[config.mk]
export PLATFORM = sky130hd
export DESIGN_NAME = hazard_forward_unit
export DESIGN_NICKNAME = d
export VERILOG_FILES = /design/src/rtl/hazard_forward_unit_pkg.sv /design/src/rtl/hazard_forward_unit_src_hazard_cmp.sv /design/src/rtl/hazard_forward_unit.sv
export SDC_FILE = /design/constraint.sdc
export NUM_CORES = 1
export LEC_CHECK = 0
export CAP_MARGIN = 0
export CORE_MARGIN = 5
export CORE_UTILIZATION = 46
export CTS_CLUSTER_DIAMETER = 80
export DETAILED_ROUTE_END_ITERATION = 6
export DONT_BUFFER_PORTS = 1
export MAX_ROUTING_LAYER = met4
export PLACE_DENSITY = 0.68
export SLEW_MARGIN = 20
export SYNTH_ARGS = -nofsm -noshare
export SYNTH_HDL_FRONTEND = slang
export SYNTH_SLANG_ARGS = --single-unit
[constraint.sdc]
create_clock -name clk -period 2.53 [get_ports clk]
set_input_delay 0.253 -clock clk [delete_from_list [all_inputs] [get_ports clk]]
set_output_delay 0.253 -clock clk [all_outputs]
set_load 0.03 [all_outputs]
[src/rtl/hazard_forward_unit_pkg.sv]
// Shared encodings for the EX operand selects and the hazard-unit pipeline-control FSM.
package hazard_forward_unit_pkg;

    localparam logic [1:0] FWD_RF  = 2'b00;
    localparam logic [1:0] FWD_WB  = 2'b01;
    localparam logic [1:0] FWD_EXM = 2'b10;

    typedef enum logic [1:0] {
        RUN    = 2'b00,
        BUBBLE = 2'b01,
        FREEZE = 2'b10
    } hazState_e;

endpackage

[src/rtl/hazard_forward_unit_src_hazard_cmp.sv]
// Per-source comparator: picks the forwarding path for one ID operand and flags a load-use conflict.
module src_hazard_cmp
    import hazard_forward_unit_pkg::*;
#(
    parameter int REG_ADDR_W = 5
) (
    input  logic [REG_ADDR_W-1:0] rs,
    input  logic                  rsUsed,
    input  logic [REG_ADDR_W-1:0] exRd,
    input  logic                  exRegwrite,
    input  logic                  exMemread,
    input  logic [REG_ADDR_W-1:0] memRd,
    input  logic                  memRegwrite,
    output logic [1:0]            fwdNext,
    output logic                  lu
);

    logic exHit;
    logic memHit;

    // Register 0 is hardwired, so a zero destination never matches.
    assign exHit  = rsUsed && exRegwrite  && (exRd  != '0) && (exRd  == rs);
    assign memHit = rsUsed && memRegwrite && (memRd != '0) && (memRd == rs);

    always_comb begin
        fwdNext = FWD_RF;
        if (exHit) begin
            fwdNext = FWD_EXM;
        end else if (memHit) begin
            fwdNext = FWD_WB;
        end
    end

    assign lu = exHit && exMemread;

endmodule

[src/rtl/hazard_forward_unit.sv]
// Data-hazard resolution beside ID/EX: registered operand selects, load-use stall, memory-wait freeze.
module hazard_forward_unit
    import hazard_forward_unit_pkg::*;
#(
    parameter int REG_ADDR_W = 5,
    parameter int NUM_SRC    = 2,
    parameter int CNT_W      = 16
) (
    input  logic                          clk,
    input  logic                          rst,
    input  logic [NUM_SRC*REG_ADDR_W-1:0] id_rs,
    input  logic [NUM_SRC-1:0]            id_rs_used,
    input  logic [REG_ADDR_W-1:0]         ex_rd,
    input  logic [REG_ADDR_W-1:0]         mem_rd,
    input  logic                          ex_regwrite,
    input  logic                          mem_regwrite,
    input  logic                          ex_memread,
    input  logic                          flush,
    input  logic                          mem_wait,
    output logic [2*NUM_SRC-1:0]          fwd_sel,
    output logic                          stall_if_id,
    output logic                          bubble_ex,
    output logic                          freeze,
    output logic [CNT_W-1:0]              lu_stall_cnt,
    output logic [CNT_W-1:0]              freeze_cnt
);

    logic [2*NUM_SRC-1:0] fwdNext;
    logic [NUM_SRC-1:0]   luSrc;
    logic                 lu;
    hazState_e            state;
    hazState_e            stateNext;

    function automatic logic [CNT_W-1:0] satInc(input logic [CNT_W-1:0] v, input logic en);
        if (en && (v != '1)) begin
            return v + CNT_W'(1);
        end
        return v;
    endfunction

    for (genvar i = 0; i < NUM_SRC; i++) begin : gSrc
        src_hazard_cmp #(
            .REG_ADDR_W(REG_ADDR_W)
        ) uCmp (
            .rs         (id_rs[i*REG_ADDR_W +: REG_ADDR_W]),
            .rsUsed     (id_rs_used[i]),
            .exRd       (ex_rd),
            .exRegwrite (ex_regwrite),
            .exMemread  (ex_memread),
            .memRd      (mem_rd),
            .memRegwrite(mem_regwrite),
            .fwdNext    (fwdNext[2*i +: 2]),
            .lu         (luSrc[i])
        );
    end

    assign lu = |luSrc;

    // A memory wait overrides everything; a flush kills the stalled instruction anyway.
    assign freeze      = mem_wait;
    assign stall_if_id = lu && !flush && !mem_wait;
    assign bubble_ex   = (lu || flush) && !mem_wait;

    always_ff @(posedge clk or posedge rst) begin
        if (rst) begin
            state <= RUN;
        end else begin
            state <= stateNext;
        end
    end

    always_comb begin
        stateNext = state;
        case (state)
            RUN, BUBBLE: begin
                if (mem_wait) begin
                    stateNext = FREEZE;
                end else if (lu && !flush) begin
                    stateNext = BUBBLE;
                end else begin
                    stateNext = RUN;
                end
            end
            FREEZE: begin
                if (!mem_wait) begin
                    stateNext = RUN;
                end
            end
            default: stateNext = RUN;
        endcase
    end

    // ID -> EX boundary: selects computed in ID become valid for the whole EX cycle.
    always_ff @(posedge clk or posedge rst) begin
        if (rst) begin
            fwd_sel <= '0;
        end else if (!mem_wait) begin
            fwd_sel <= bubble_ex ? {NUM_SRC{FWD_RF}} : fwdNext;
        end
    end

    always_ff @(posedge clk or posedge rst) begin
        if (rst) begin
            lu_stall_cnt <= '0;
            freeze_cnt   <= '0;
        end else begin
            lu_stall_cnt <= satInc(lu_stall_cnt, stall_if_id);
            freeze_cnt   <= satInc(freeze_cnt, mem_wait);
        end
    end

endmodule

# Word-level counts from Yosys, hierarchy flattened
# Index checks and enable logic that the tools add are counted.
dict set report word_totals {
  regBits 36
  inputBits 29
  output_inout_bits 39
  wordCells 45
}
dict set report classes {
  n_addsub 2
  eq_ne 6
  n_mux 9
  reduce_logical 25
}
# cell n
set ops {}
lappend ops {{16-bit by 1-bit adder with 16-bit output, second input constant} 2}
lappend ops {{16-bit two-way mux} 2}
lappend ops {{16-bit inequality test, second input constant} 2}
lappend ops {{5-bit equality test} 4}
lappend ops {{1-bit logical AND} 19}
lappend ops {{5-bit nonzero test} 2}
lappend ops {{1-bit two-way mux} 4}
lappend ops {{2-bit two-way mux} 2}
lappend ops {{4-bit two-way mux} 1}
lappend ops {{1-bit zero test} 2}
lappend ops {{2-bit OR reduction} 1}
lappend ops {{1-bit logical OR} 1}

# Depth between registers and ports, before layout
dict set report depth {
  depth_word 9
  depth_mapped 8
  ltp_nobuf 7
}

# Hierarchy
# From an unflattened synthesis, not the netlist that was laid out.
dict set report hier_totals {
  cells_unflattened 215
  area_unflattened_um2 2145.8
}
# module instances cells_each area_each_um2 seq_area_each_um2
set modules_own_cells {}
lappend modules_own_cells {hazard_forward_unit 1 169 1798.0 900.9}
lappend modules_own_cells {src_hazard_cmp 2 23 173.9 0.0}

# Least setup slack after synthesis
# Ideal clock, no wire load.
dict set report synth_path {
  path_kind {register -> register}
  start {register lu_stall_cnt[0]}
  end {register lu_stall_cnt[9]}
  setup_ns 0.080
  arrival_time_ns 1.999
  required_ns 2.450
  setup_slack_ns 0.451
  path_stages_with_launch 9
  path_buffers 1
  synth_period_minus_slack_ns 2.079
  path_cell_list {dfrtp_1 -> ha_1 -> nand3_1 -> nor3_1 -> a211o_1 -> a21o_1 -> buf_4 -> nor4_2 -> xor2_1}
}
dict set report synth_between {
  elab_chain_len 3
  word_cells_on_any_way 5
  classes_between {1 x add/sub; 1 x eq/ne; 2 x mux; 1 x reduce/logical}
}
# element line
set synth_lines {}
lappend synth_lines {{from (decl)} hazard_forward_unit.sv:24} ;# output logic [CNT_W-1:0] lu_stall_cnt,
lappend synth_lines {{from (signal assigned)} hazard_forward_unit.sv:107} ;# lu_stall_cnt <= satInc(lu_stall_cnt, stall_if_id);
lappend synth_lines {{parallel branches: the longest is 3 deep, another holds 16-bit by 1-bit adder with 16-bit output} -}
# Parallel ways; which one is timed is not known. The select of a mux whose other input is x is not followed.
# A chain may end at the register's enable or synchronous reset.

# Final worst setup path
dict set report layout_path {
  start {register freeze_cnt[0]}
  end {register freeze_cnt[4]}
}
dict set report layout_between {
  elab_chain_len 3
  word_cells_on_any_way 5
  classes_between {1 x add/sub; 1 x eq/ne; 2 x mux; 1 x reduce/logical}
}
# element line
set layout_lines {}
lappend layout_lines {{from (decl)} hazard_forward_unit.sv:25} ;# output logic [CNT_W-1:0] freeze_cnt
lappend layout_lines {{from (signal assigned)} hazard_forward_unit.sv:108} ;# freeze_cnt <= satInc(freeze_cnt, mem_wait);
lappend layout_lines {{parallel branches: the longest is 3 deep, another holds 16-bit by 1-bit adder with 16-bit output} -}
# Parallel ways; which one is timed is not known. The select of a mux whose other input is x is not followed.

==> impl_metrics.json <==
{
  "drc": 0,
  "r2r-end": "freeze_cnt[4]",
  "ys.flop_type": "dfrtp_1",
  "clkTransAtPathRegs_ps": 70,
  "globalRouteOverflowTotal": 0,
  "grt_usage": 0.161,
  "drt_iter0_drc": 70,
  "crit_family": "simple AND/OR/NAND/NOR gates",
  "max-cap-violations": 0,
  "diodes": 0,
  "crit_path_top_delay_cell": "dfrtp_1",
  "setup_viol": 0,
  "final_antenna_net_count": 0,
  "routedWlPerCell_um": 16.6,
  "worstSetupStartpointType": "flop",
  "rrSetupSlack_ps": 370,
  "whs_endpoint": "fwd_sel[3]",
  "timing.setup.tns_ps": 0,
  "ys_types": 35,
  "seq_area_um2": 901,
  "port_buffers": 0,
  "hp-class": "in -> reg",
  "die_area_um2": 5820,
  "critPathCaptureType": "flop",
  "worstMarginPinSlew_ps": 717,
  "critPathKind": "reg -> reg",
  "switching_share": 0.326,
  "critical_path_buf_inv_count": 0,
  "cp.arrival_ps": 2310,
  "rsz0062_at_grt": "false",
  "num-fill-cells": 403,
  "fin_area_um2": 2250,
  "worstRegToRegCells": 7,
  "synth_nets": 227,
  "leakage_nw": 0.969,
  "hold_violations": 0,
  "met1_usage": 0.187,
  "cts_max_level": 2,
  "synth-edff-count": 0,
  "grt-busiest-layer": "met2",
  "path_max_fanout": 4,
  "synth_area_um2": 2020,
  "drt_first_pass_iters": 4,
  "core.rowCount": 24,
  "synth_area_per_cell_um2": 10.3,
  "seq_area_frac_synth": 0.445,
  "r2r_start": "freeze_cnt[0]",
  "cts_buffers": 5,
  "postCtsSetupRepairBufs": 0,
  "p_clk_frac": 0.303,
  "antenna_found_initial": 0,
  "slew_viol_final": 0,
  "crit_chain": "ha_1 > nand4_1 > nor3_1 > nand4_1 > and3_1 > and3_1 > xor2_1",
  "async_flop_share": 1.00,
  "grt_start_max_net_pins": 37,
  "die_y_um": 76.3,
  "hold_start": "ex_memread",
  "synthToLayoutAreaGrowth_pct": 11.3,
  "internal-power_mw": 0.957,
  "postLayoutCoreUtil": 0.521,
  "combPwrFrac": 0.122,
  "place_hpwl_um": 3450,
  "ir_drop_mv": 0.244,
  "multi_input_area_um2": 1080,
  "slowest_delay_ps": 580,
  "grt_pass1_vias": 1529,
  "finalCritPeriodShare": 0.852,
  "vias": 1463,
  "hold_depth": 1,
  "use_met3": 0.0591,
  "p_seq_frac": 0.576,
  "status": "finished clean",
  "cp.depth": 7,
  "switchingPower_mw": 0.463,
  "cts_max_path_buffers": 2,
  "clock.fmax_mhz": 464,
  "nets": 242,
  "die_w_um": 76.3,
  "grt_use_met2": 0.259,
  "clk_latency_ps": 280,
  "viasPerCell": 5.56,
  "initial_utilization": 0.468,
  "relSlewSlack": 0.519,
  "yosysWarningCount": 0,
  "root_buffer": "clkbuf_8",
  "placed_area_um2": 2140,
  "fin_crit_ps": 2160,
  "cts_resized": 0,
  "cts_sinks": 36,
  "drt_wl_total_um": 4370,
  "skew_ps": 5.80,
  "io_pins": 68,
  "syn_inst": 196,
  "power.density_nw_per_um2": 631,
  "place_congestion": 0.816,
  "cts_tree": "done",
  "ys_ff_latch": 36,
  "drive_above_1_share": 0.123,
  "required_ps": 2680,
  "grt_pass1_wl_um": 7490,
  "core_um2": 4320,
  "holdBufCountCts": 1
}
[per-stage QoR]
step           instances  hold WS, ps  worst slack (ps)  power [mW]
6_report             263         64.8               374        1.42
5_1_grt              263         45.1               255        1.52
4_1_cts              263         50.9               356        1.45
3_5_place_dp         255          278               379        1.01
3_3_place_gp         255          280               384       0.997
2_1_floorplan        196          352               451       0.960
[flip-flops by register name, summed over array words and instances, names as in the netlist]
name	cells
freeze_cnt	16
lu_stall_cnt	16
fwd_sel	4
[worst register-to-register path: cells and delay by family (launching register included)]
family	cells	cell delay, ps
adder cells (fa/ha/maj)	1	230
XOR/XNOR	1	130
flip-flops	1	580
AND/OR/NAND/NOR	5	1090
[layout by cell type (no fill, tap or decap)]
| cell type | netlist | layout |
|---|---|---|
| nor4_1 | 1 | 1 |
| o21a_1 | 1 | 1 |
| inv_1 | 6 | 6 |
| ha_1 | 2 | 2 |
| or4_1 | 2 | 2 |
| o21ai_0 | 3 | 2 |
| a211oi_4 | 1 | 1 |
| clkbuf_8 | 0 | 7 |
| nor3_1 | 9 | 9 |
| and2_1 | 1 | 1 |
| nor2b_1 | 1 | 1 |
| o21ai_1 | 0 | 1 |
| nand3_1 | 12 | 12 |
| nand3_2 | 1 | 1 |
| nor4_2 | 2 | 2 |
| dfrtp_1 | 36 | 36 |
| a21oi_1 | 3 | 3 |
| o2111ai_1 | 2 | 2 |
| nand4_1 | 13 | 13 |
| a211o_1 | 2 | 2 |
| nand2b_1 | 2 | 2 |
| dlygate4sd3_1 | 0 | 1 |
| o211ai_2 | 1 | 1 |
| o41ai_1 | 2 | 2 |
| buf_4 | 2 | 10 |
| and4_1 | 1 | 1 |
| nand2_1 | 15 | 15 |
| mux2_2 | 2 | 2 |
| xor2_1 | 21 | 21 |
| mux2_1 | 3 | 3 |
| and3_1 | 5 | 5 |
| a21o_1 | 1 | 1 |
| nor2_1 | 14 | 14 |
| nand3_4 | 1 | 1 |
| o2111a_1 | 1 | 1 |
| xnor2_1 | 25 | 25 |
| nor4_4 | 1 | 1 |
[cell usage after synthesis, drive strengths merged (2+ instances only)]
cell type,count,area share
a211o,2,0.0087
a21oi,3,0.0074
and3,5,0.015
buf,2,0.0074
dfrtp,36,0.45
ha,2,0.012
inv,6,0.011
mux2,5,0.028
nand2,15,0.028
nand2b,2,0.0062
nand3,14,0.043
nand4,13,0.040
nor2,14,0.026
nor3,9,0.022
nor4,4,0.026
o2111ai,2,0.0087
o21ai,3,0.0074
o41ai,2,0.0087
or4,2,0.0074
xnor2,25,0.11
xor2,21,0.091
[cells by family (layout without fill, tap and decap cells)]
logic type	Yosys count	count (layout)	share of synthesized area
compound gates	17	17	0.0699
xor+xnor	46	46	0.199
fa+ha+maj	2	2	0.0124
simple gates	81	81	0.225
flops	36	36	0.445
buf+inv	9	24	0.0204
mux	5	5	0.0278
[area by class of cell]
cell class,instances,share of cell area
Sequential cell,36,0.400
Clock buffer,7,0.0428
Tap cell,52,0.0289
Timing Repair Buffer,11,0.0378
Inverter,6,0.0100
Multi-Input combinational cell,151,0.480
[power by group through the flow]
stage	clock network [mW]	logic, mW	registers [mW]
after floorplan	0	0.143	0.816
after global placement	0	0.169	0.829
after detailed placement	0	0.175	0.831
after CTS	0.452	0.177	0.819
after global routing	0.486	0.201	0.829
final	0.430	0.173	0.818
[per-layer routing]
metal / up-vias / wire length [µm]
met5: - / 0
met4: 0 / 36
met3: 2 / 311
met2: 51 / 2220
met1: 689 / 1800
li1: 721 / -
[worst max path at each step]
| stage | endpoint | start | slack [ps] |
|---|---|---|---|
| after floorplan | lu_stall_cnt[9] | lu_stall_cnt[0] | 450 |
| after global routing | freeze_cnt[4] | freeze_cnt[0] | 250 |
| after detailed placement | freeze_cnt[4] | freeze_cnt[0] | 380 |
| after global placement | freeze_cnt[4] | freeze_cnt[0] | 380 |
| final | freeze_cnt[4] | freeze_cnt[0] | 370 |
| after CTS | freeze_cnt[4] | freeze_cnt[0] | 360 |
(Power assumes the default switching activity.)
